File: src/rtl/bubble_pkg.sv
// Shared definitions for the bubble game blocks.
//   game_state_t : level sequencer states, encoding is exported on gameState
//   SIZE_*       : bubble size codes carried on popSize
//   MAX_BUBBLES  : number of bubble instances in bubble_array
package bubble_pkg;

  typedef enum logic [2:0] {
    ST_IDLE        = 3'd0,
    ST_SPAWN_WAIT  = 3'd1,
    ST_PLAYING     = 3'd2,
    ST_DYING       = 3'd3,
    ST_LEVEL_CLEAR = 3'd4,
    ST_GAME_OVER   = 3'd5,
    ST_WIN         = 3'd6
  } game_state_t;

  localparam logic [2:0] SIZE_LARGE  = 3'd3;
  localparam logic [2:0] SIZE_SMALL  = 3'd1;
  localparam int         MAX_BUBBLES = 7;

endpackage

File: src/rtl/bubble_level_ctrl_frame_delay_counter.sv
// frame_delay_counter: counts startOfFrame pulses and flags the pulse that
// completes a delay of `delay` frames.
//   clk, resetN   : clock, async active-low reset
//   clear         : restart the count from zero (wins over counting)
//   startOfFrame  : count enable, one pulse per frame (already gated by caller)
//   delay         : delay length in frames, 1..127
//   expired       : high on the frame pulse where count == delay-1
module frame_delay_counter
  import bubble_pkg::*;
(
  input  logic       clk,
  input  logic       resetN,
  input  logic       clear,
  input  logic       startOfFrame,
  input  logic [6:0] delay,
  output logic       expired
);

  logic [6:0] cnt_q, cnt_d;

  assign expired = startOfFrame && (cnt_q == delay - 7'd1);

  always_comb begin
    cnt_d = cnt_q;
    if (clear)             cnt_d = '0;
    else if (startOfFrame) cnt_d = cnt_q + 7'd1;
  end

  always_ff @(posedge clk or negedge resetN) begin
    if (!resetN) cnt_q <= '0;
    else         cnt_q <= cnt_d;
  end

endmodule

File: src/rtl/bubble_level_ctrl.sv
// bubble_level_ctrl: game-level sequencer for the bubble array.
//   clk, resetN   : clock, async active-low reset
//   startOfFrame  : one pulse per video frame
//   startGame     : start / restart request
//   popEvent      : a bubble was hit, popSize gives its size
//   playerHit     : a bubble touched the player
//   spawnStart    : one-cycle start pulse to bubble_array
//   clearBubbles  : one-cycle pulse deactivating all bubbles
//   freeze        : objects must not move (any state but PLAYING)
//   level, lives, aliveCount, gameState : status for HUD/sound
//
// state       | meaning
// IDLE        | after reset, waiting for startGame
// SPAWN_WAIT  | frozen countdown before the level spawns
// PLAYING     | level running, pops/hits tracked
// DYING       | player hit, death countdown
// LEVEL_CLEAR | all bubbles gone, countdown to next level
// GAME_OVER   | no lives left, waiting for startGame
// WIN         | last level cleared, waiting for startGame
module bubble_level_ctrl
  import bubble_pkg::*;
#(
  parameter int MAX_LEVEL          = 4,
  parameter int START_LIVES        = 3,
  parameter int SPAWN_DELAY_FRAMES = 30,
  parameter int CLEAR_DELAY_FRAMES = 60,
  parameter int DEATH_DELAY_FRAMES = 45
) (
  input  logic       clk,
  input  logic       resetN,
  input  logic       startOfFrame,
  input  logic       startGame,
  input  logic       popEvent,
  input  logic [2:0] popSize,
  input  logic       playerHit,
  output logic       spawnStart,
  output logic       clearBubbles,
  output logic       freeze,
  output logic [2:0] level,
  output logic [1:0] lives,
  output logic [3:0] aliveCount,
  output logic [2:0] gameState
);

  localparam logic [2:0] LAST_LEVEL = 3'(MAX_LEVEL);
  localparam logic [1:0] LIVES_INIT = 2'(START_LIVES);
  localparam logic [6:0] SPAWN_D    = 7'(SPAWN_DELAY_FRAMES);
  localparam logic [6:0] CLEAR_D    = 7'(CLEAR_DELAY_FRAMES);
  localparam logic [6:0] DEATH_D    = 7'(DEATH_DELAY_FRAMES);

  game_state_t state_q, state_d;
  logic [2:0]  level_q, level_d;
  logic [1:0]  lives_q, lives_d;
  logic [3:0]  alive_q, alive_d;
  logic        spawn_q, spawn_d;
  logic        clear_q, clear_d;

  logic        wait_state;
  logic [6:0]  delay_sel;
  logic        expired;

  always_comb begin
    wait_state = 1'b1;
    delay_sel  = SPAWN_D;
    case (state_q)
      ST_SPAWN_WAIT:  delay_sel = SPAWN_D;
      ST_DYING:       delay_sel = DEATH_D;
      ST_LEVEL_CLEAR: delay_sel = CLEAR_D;
      default:        wait_state = 1'b0;
    endcase
  end

  // Any state change restarts the frame count, so every wait state
  // begins counting from zero.
  frame_delay_counter u_delay (
    .clk          (clk),
    .resetN       (resetN),
    .clear        (state_d != state_q),
    .startOfFrame (startOfFrame && wait_state),
    .delay        (delay_sel),
    .expired      (expired)
  );

  always_comb begin
    state_d = state_q;
    level_d = level_q;
    lives_d = lives_q;
    alive_d = alive_q;
    spawn_d = 1'b0;
    clear_d = 1'b0;

    case (state_q)
      ST_IDLE, ST_GAME_OVER, ST_WIN: begin
        if (startGame) begin
          state_d = ST_SPAWN_WAIT;
          level_d = 3'd1;
          lives_d = LIVES_INIT;
          alive_d = '0;
          clear_d = 1'b1;
        end
      end

      ST_SPAWN_WAIT: begin
        if (expired) begin
          state_d = ST_PLAYING;
          spawn_d = 1'b1;
          alive_d = 4'd1;
        end
      end

      ST_PLAYING: begin
        if (playerHit) begin
          state_d = ST_DYING;
        end else if (popEvent && (alive_q != 4'd0)) begin
          // Size 0 is malformed and treated like the smallest bubble.
          if (popSize > SIZE_SMALL) begin
            if (alive_q != 4'hF) alive_d = alive_q + 4'd1;
          end else begin
            alive_d = alive_q - 4'd1;
            if (alive_q == 4'd1) state_d = ST_LEVEL_CLEAR;
          end
        end
      end

      ST_DYING: begin
        if (expired) begin
          clear_d = 1'b1;
          alive_d = '0;
          if (lives_q > 2'd1) begin
            lives_d = lives_q - 2'd1;
            state_d = ST_SPAWN_WAIT;
          end else begin
            lives_d = '0;
            state_d = ST_GAME_OVER;
          end
        end
      end

      ST_LEVEL_CLEAR: begin
        if (expired) begin
          if (level_q == LAST_LEVEL) begin
            state_d = ST_WIN;
          end else begin
            level_d = level_q + 3'd1;
            clear_d = 1'b1;
            state_d = ST_SPAWN_WAIT;
          end
        end
      end

      default: state_d = ST_IDLE;
    endcase
  end

  always_ff @(posedge clk or negedge resetN) begin
    if (!resetN) begin
      state_q <= ST_IDLE;
      level_q <= 3'd1;
      lives_q <= LIVES_INIT;
      alive_q <= '0;
      spawn_q <= 1'b0;
      clear_q <= 1'b0;
    end else begin
      state_q <= state_d;
      level_q <= level_d;
      lives_q <= lives_d;
      alive_q <= alive_d;
      spawn_q <= spawn_d;
      clear_q <= clear_d;
    end
  end

  assign spawnStart   = spawn_q;
  assign clearBubbles = clear_q;
  assign freeze       = (state_q != ST_PLAYING);
  assign level        = level_q;
  assign lives        = lives_q;
  assign aliveCount   = alive_q;
  assign gameState    = state_q;

endmodule

File: config.mk
export PLATFORM = sky130hd
export DESIGN_NAME = bubble_level_ctrl
export DESIGN_NICKNAME = d
export VERILOG_FILES = /design/src/rtl/bubble_pkg.sv /design/src/rtl/bubble_level_ctrl_frame_delay_counter.sv /design/src/rtl/bubble_level_ctrl.sv
export SDC_FILE = /design/constraint.sdc
export NUM_CORES = 1
export LEC_CHECK = 0
export CAP_MARGIN = 5
export CORE_MARGIN = 10
export CORE_UTILIZATION = 55
export CTS_CLUSTER_DIAMETER = 40
export CTS_CLUSTER_SIZE = 40
export DETAILED_ROUTE_END_ITERATION = 10
export PLACE_DENSITY = 0.89
export SLEW_MARGIN = 20
export SYNTH_ARGS = -nofsm -noshare
export SYNTH_HDL_FRONTEND = slang
export SYNTH_SLANG_ARGS = --single-unit
File: constraint.sdc
create_clock -name clk -period 3.8 [get_ports clk]
set_clock_uncertainty 0.05 [all_clocks]
set_input_delay 1.14 -clock clk [delete_from_list [all_inputs] [get_ports clk]]
set_output_delay 1.14 -clock clk [all_outputs]
set_load 0.05 [all_outputs]
==> results of run 1 <==
worst min-delay path: stages (launching register included):
cell and delay, ps:
dfstp_2 410, nand2_1 50, nand2_1 40
through the flow:
step           cell area [um2]  utilization  hold WS (ps)  std cells  setup slack [ps]
5_1_grt                   1700        0.685           494        213               252
6_report                  1700        0.685           446        213               403
4_1_cts                   1700        0.685           449        213               431
2_1_floorplan             1440            -           455        163              1170
3_3_place_gp              1670        0.674           423        209               755
3_5_place_dp              1670        0.674           431        209               742
cells by family (layout without fill, tap and decap cells):
logic type | Yosys count | in the layout | synth area share
flops | 21 | 21 | 0.368
mux | 3 | 3 | 0.0209
buf+inv | 15 | 35 | 0.0470
xor+xnor | 10 | 10 | 0.0609
fa+ha+maj | 7 | 7 | 0.0609
compound gates | 38 | 38 | 0.194
simple gates | 69 | 69 | 0.248
state kept, by name (all words and copies together) (netlist names):
register and cells:
clearBubbles 1, level 3, u_delay.cnt_q 7, lives 2, gameState 3, aliveCount 4
spawnStart 1
routing by layer:
layer  up-vias  wire length [um]  track usage
li1        631                 -            -
met1       627              1430        0.176
met2        41              1700        0.221
met3         4               239       0.0391
met4         0                39       0.0430
met5         -                 0            0
cell type report:
class / instances / area (um2)
clock inverters: 1 / 5.00
fillers: 223 / 781
inverters: 7 / 26.3
clock buffers: 3 / 22.5
repair buffers: 24 / 235
multi-input cells: 127 / 841
flip-flops and latches: 21 / 529
well taps: 30 / 37.5
power breakdown:
part           total (uW)  internal, uW  leakage, uW  switching [uW]
Combinational         563           208     0.000418             354
Clock                 111          39.3    0.0000177            71.4
Sequential            328           276     0.000275            52.4
how the worst max path moves through the flow:
stage,endpoint,slack (ps),start
floorplan,freeze,1170,gameState[0]
global placement,freeze,760,gameState[2]
detailed placement,u_delay.cnt_q[4],740,startOfFrame
CTS,freeze,430,gameState[2]
global route,freeze,250,gameState[2]
finish,freeze,400,gameState[2]
cells in the final DEF (no fill, tap or decap), types with 5 or more instances in the layout:
cell / netlist / routed
a21oi_1: 8 / 8
clkdlybuf4s50_1: 0 / 22
dfrtp_1: 18 / 18
ha_1: 7 / 7
inv_1: 7 / 7
nand2_1: 16 / 16
nand3_1: 5 / 5
nor2_1: 23 / 23
xnor2_1: 5 / 5
xor2_1: 5 / 5
==> results_dict.tcl, run 1 <==
set metrics [dict create \
    syn_nets 179 \
    power_leakage_uw 0.000711 \
    worstPathMaxFanout 16 \
    ys_seq_elements 21 \
    finalSetupViolations 0 \
    end_kind "primary output" \
    path_class "reg2out" \
    r2r_cells 6 \
    numClockSinks 21 \
    clk_latency_ps 310 \
    grt_max_degree 22 \
    cts_buffers 3 \
    antenna_found_initial 0 \
    tns_ps 0 \
    reg2reg_slack_ps 1400 \
    synth_edf_count 0 \
    cts_root_buf "clkbuf_4" \
    synth_area_leader_cell "dfrtp_1" \
    hp-class "reg2reg" \
    slew_viol_final 0 \
    period_minus_slack_ps 3400 \
    syn_to_final_growth_pct 18.0 \
    clockBufferDepth 2 \
    synthArstFlopShare 1.00 \
    cts_setup_buffers 0 \
    critPathBufInv 2 \
    yosys_most_used_dff "dfrtp_1" \
    total_power_uw 1000 \
    whs_endpoint "lives[0]" \
    cp.arrival_ps 2210 \
    reg2reg_from "gameState[2]" \
    cts_tree "built" \
    critical_path_required_ps 2610 \
    routed_wl_um 3400 \
    grt_use_total 0.139 \
    syn_inst 163 \
    die_w_um 71.1 \
    htreeDepth 1 \
    routedWlPerCell_um 16.0 \
    worstMarginPinSlew_ps 917 \
    hold_path_depth 2 \
    status "complete, no violations" \
    synth-seq-area-share 0.368 \
    drc 0 \
    peakVddDrop_mv 0.400 \
    drt-initial-drc-count 86 \
    gp_congestion 0.989 \
    synth_area_leaders "dfrtp_1 31%, ha_1 6.1%, nor2_1 6.0%" \
    dp_hpwl_um 2620 \
    worst_setup_path_start_kind "flip-flop" \
    netlist_area_mm2 0.00144 \
    synth_cell_types 44 \
    gr-total-overflow 0 \
    drv_cap 0 \
    hold_viol 0 \
    netlist_top_cells_count "23 x nor2_1, 18 x dfrtp_1, 16 x nand2_1, 8 x a21oi_1" \
    diodes 0 \
    port_buffers 22 \
    min_period_over_period 0.894 \
    worstHoldStart "lives[1]" \
    grt_pass1_wl_um 5960 \
    crit_family "buffers and inverters" \
    yosysMostFrequentCell "nor2_1" \
    via_count 1303 \
    grt_pass1_vias 1267 \
    slowest_delay_ps 730 \
    num_io_pins 24 \
    reg2reg_to "u_delay.cnt_q[4]" \
    die_h_um 71.1 \
    cp_slowest_cell "clkdlybuf4s50_1" \
    cellPowerDensity_mw_per_mm2 590 \
    viasPerCell 6.12 \
    cp.depth 3 \
    layout.nets 200 \
    dieArea_mm2 0.00506 \
    coreArea_mm2 0.00248 \
    synth.top_cell.area_share 0.313 \
    synth_warnings 0 \
    crit_chain "nor3_1 > inv_1 > clkdlybuf4s50_1" \
    relSlewSlack 0.387 \
    drive_gt1_frac 0.0765 \
    cts_hold_buf 0 \
    cts_resized 0 \
    initial_core_util 0.580 \
    dr.pass1.iters 4 \
    avgSynthCellArea_um2 8.82 \
    fmax_ghz 0.294 \
    path_clk_slew_ps 120 \
    row_count 18 \
    rsz0062_at_grt "no" \
    drtAntennaViolNets 0 \
]
No activity file was read; power rests on OpenSTA's default activity.
==> inputs of run 2 (changes only) <==
--- a/config.mk
+++ b/config.mk
@@ -5,6 +5,7 @@
 export SDC_FILE = /design/constraint.sdc
 export NUM_CORES = 1
 export LEC_CHECK = 0
+export ABC_CLOCK_PERIOD_IN_PS = 3800
 export CAP_MARGIN = 5
 export CORE_MARGIN = 10
 export CORE_UTILIZATION = 55
==> results of run 2 <==
Same layout as run 1: the final DEF is identical, and so are final timing and power.
==> inputs of run 3 (changes only) <==
--- a/config.mk
+++ b/config.mk
@@ -10,10 +10,11 @@
 export CORE_MARGIN = 10
 export CORE_UTILIZATION = 55
 export CTS_CLUSTER_DIAMETER = 40
-export CTS_CLUSTER_SIZE = 40
+export CTS_CLUSTER_SIZE = 20
 export DETAILED_ROUTE_END_ITERATION = 10
-export PLACE_DENSITY = 0.89
+export PLACE_DENSITY = 0.8
 export SLEW_MARGIN = 20
 export SYNTH_ARGS = -nofsm -noshare
 export SYNTH_HDL_FRONTEND = slang
+export SYNTH_HIERARCHICAL = 1
 export SYNTH_SLANG_ARGS = --single-unit
==> run 3 against run 2 <==
  * Global-route usage shrank 1.0 points
  * Non-clock buffer count increased by 3
  * Sequential power is 23% higher
  * Register-to-register slack lost 1000 ps
  * Clock-buffer cell count up 1
  * Critical path depth up 12
  * Combinational power increased by 39%
  * Clock power about the same
  * Critical path type is now reg2reg
  * Largest power group unchanged
==> results_dict.tcl, run 3 <==
set metrics [dict create \
    yosys_most_used_dff "dfrtp_1" \
    period_minus_slack_ps 3430 \
    fillerInstances 246 \
    worst_setup_path_start_kind "flip-flop" \
    tns_ps 0 \
    placed_cells 261 \
    reg2reg_slack_ps 370 \
    antenna_found_initial 0 \
    initial_core_util 0.569 \
    gp_congestion 0.823 \
    drt-initial-drc-count 45 \
    coreArea_mm2 0.00303 \
    port_buffers 22 \
    hold_viol 0 \
    critical_path_required_ps 3950 \
    via_count 1457 \
    dr.pass1.iters 4 \
    whs_endpoint "lives[1]" \
    cts_tree "built" \
    routedWlPerCell_um 14.4 \
    worstMarginPinSlew_ps 956 \
    htreeDepth 1 \
    dp_hpwl_um 2930 \
    cp_slowest_cell "dfrtp_1" \
    synth_warnings 6 \
    final_cell_mix "22 x clkdlybuf4s50_1, 18 x nand2_1, 18 x dfrtp_1" \
    clk_latency_ps 310 \
    num_io_pins 24 \
    grt_pass1_wl_um 6470 \
    seqCellArea_um2 529 \
    routed_wl_um 3810 \
    grt_use_total 0.128 \
    crit_top_cell "inv_1" \
    die_w_um 76.0 \
    hold_path_depth 2 \
    instances_no_fill 265 \
    multi_input_area_mm2 0.00112 \
    synth_cell_types 56 \
    die_h_um 76.0 \
    avgSynthCellArea_um2 9.01 \
    clockBufferDepth 2 \
    total_power_uw 1300 \
    crit_chain "inv_1 > or2_2 > nand2_1 > inv_1 > inv_1 > ha_1 > nand2b_1 > a21o_1 > a31oi_1 > a2111oi_2 > buf_4 > or2_2 > a21boi_2 > nor3_2 > mux2_2" \
    cellPowerDensity_mw_per_mm2 633 \
    slew_viol_final 0 \
    dieArea_mm2 0.00577 \
    largest_reg_flops 7 \
    regMostFlops "u_delay/cnt_q" \
    drive_gt1_frac 0.131 \
    netlist_top_cells_count "18 x dfrtp_1, 18 x nand2_1, 15 x inv_1, 10 x nor2_1, 9 x xor2_1" \
    cp.arrival_ps 3580 \
    row_count 20 \
    synthArstFlopShare 1.00 \
    synth_edf_count 0 \
    cts_buffers 3 \
    slowest_delay_ps 400 \
    hold_slack_ps 464 \
    relSlewSlack 0.361 \
    end_kind "flip-flop" \
    reg2reg_to "aliveCount[0]" \
    drc 0 \
    grt_pass1_vias 1405 \
    status "complete, no violations" \
    drtAntennaViolNets 0 \
    path_class "reg2reg" \
    cts_hold_buf 0 \
    syn_to_final_growth_pct 19.0 \
    grt_max_degree 24 \
    fmax_ghz 0.292 \
    finalSetupViolations 0 \
    diodes 0 \
    viasPerCell 5.50 \
    reg2reg_from "gameState[1]" \
    cts_setup_buffers 0 \
    synth-seq-area-share 0.307 \
    worstPathMaxFanout 10 \
    power_leakage_uw 0.000851 \
    synth_area_leader_cell "dfrtp_1" \
    peakVddDrop_mv 0.441 \
    drv_cap 0 \
    r2r_cells 15 \
    cts_root_buf "clkbuf_4" \
    layout.nets 239 \
    syn_inst 191 \
    synth.top_cell.area_share 0.262 \
    rsz0062_at_grt "no" \
    synth_area_leaders "dfrtp_1 26%, ha_1 5.8%, dfstp_2 4.6%" \
    gr-total-overflow 0 \
    fin_util 0.677 \
    path_clk_slew_ps 130 \
    cts_resized 0 \
    ys_seq_elements 21 \
    min_period_over_period 0.902 \
    final_common_cell "clkdlybuf4s50_1" \
    hp-class "reg2reg" \
    netlist_area_mm2 0.00172 \
    worstHoldStart "lives[1]" \
    numClockSinks 21 \
]
[run 3: cell count changes after synthesis, sizes merged, moves of 3 or more]
cell | before | now
buf | 4 | 8
o31ai | 1 | 6
mux2i | 3 | 6
nand2b | 0 | 6
nor2 | 23 | 10
a221o | 3 | 0
nor2b | 1 | 5
inv | 7 | 16
o311ai | 0 | 4
xor2 | 5 | 9
[run 3: where the power goes]
group | total, uW | switching [uW] | internal [uW]
combinational | 782 | 481 | 300
clock | 112 | 71.3 | 40.9
sequential | 405 | 97.6 | 307
total | 1300 | 650 | 648
[run 3: layer usage]
layer	track usage	wire length, um	vias to the layer above
met3	0.0307	232	4
li1	-	-	729
met5	0	0	-
met2	0.224	1860	32
met1	0.152	1690	692
met4	0.0341	31	0
[run 3: stage by stage]
step	worst slack, ps	area [um2]
floorplan	123	1760
global placement	208	2020
detailed placement	184	2020
CTS	361	2050
global route	134	2050
finish	371	2050
[run 3: area by class of cell]
type                    instances  area share
multi-input cells             153       0.547
flip-flops and latches         21       0.258
repair buffers                 27       0.126
inverters                      16      0.0293
well taps                      44      0.0269
clock buffers                   4      0.0128
[run 3: critical path, delay by kind of cell, from the launching register on]
| family | cells | cell delay, ps |
|---|---|---|
| AOI/OAI and AO/OA | 4 | 810 |
| and+or+nand+nor | 5 | 990 |
| muxes | 1 | 290 |
| DFF | 1 | 400 |
| adders and majority gates | 1 | 210 |
| buffers and inverters | 4 | 580 |
[run 3: how the worst max path moves through the flow]
| stage | from | to | slack (ps) | cells past startpoint |
|---|---|---|---|---|
| global route | gameState[1] | lives[0] | 130 | 15 |
| finish | gameState[1] | aliveCount[0] | 370 | 15 |
| CTS | gameState[1] | aliveCount[0] | 360 | 15 |
| detailed placement | startOfFrame | aliveCount[0] | 180 | 9 |
| floorplan | gameState[2] | aliveCount[0] | 120 | 16 |
| global placement | startOfFrame | aliveCount[0] | 210 | 9 |
[run 3: logic make-up (layout without fill, tap and decap cells)]
group,after synthesis,in the layout,share of synthesized area
adders and majority gates,9,9,0.0647
other,2,11,0.00436
DFF,21,21,0.307
xor gates and xnor gates,14,14,0.0712
buffers and inverters,26,47,0.0610
and+or+nand+nor,68,68,0.243
muxes,7,7,0.0414
AOI/OAI and AO/OA,44,44,0.206
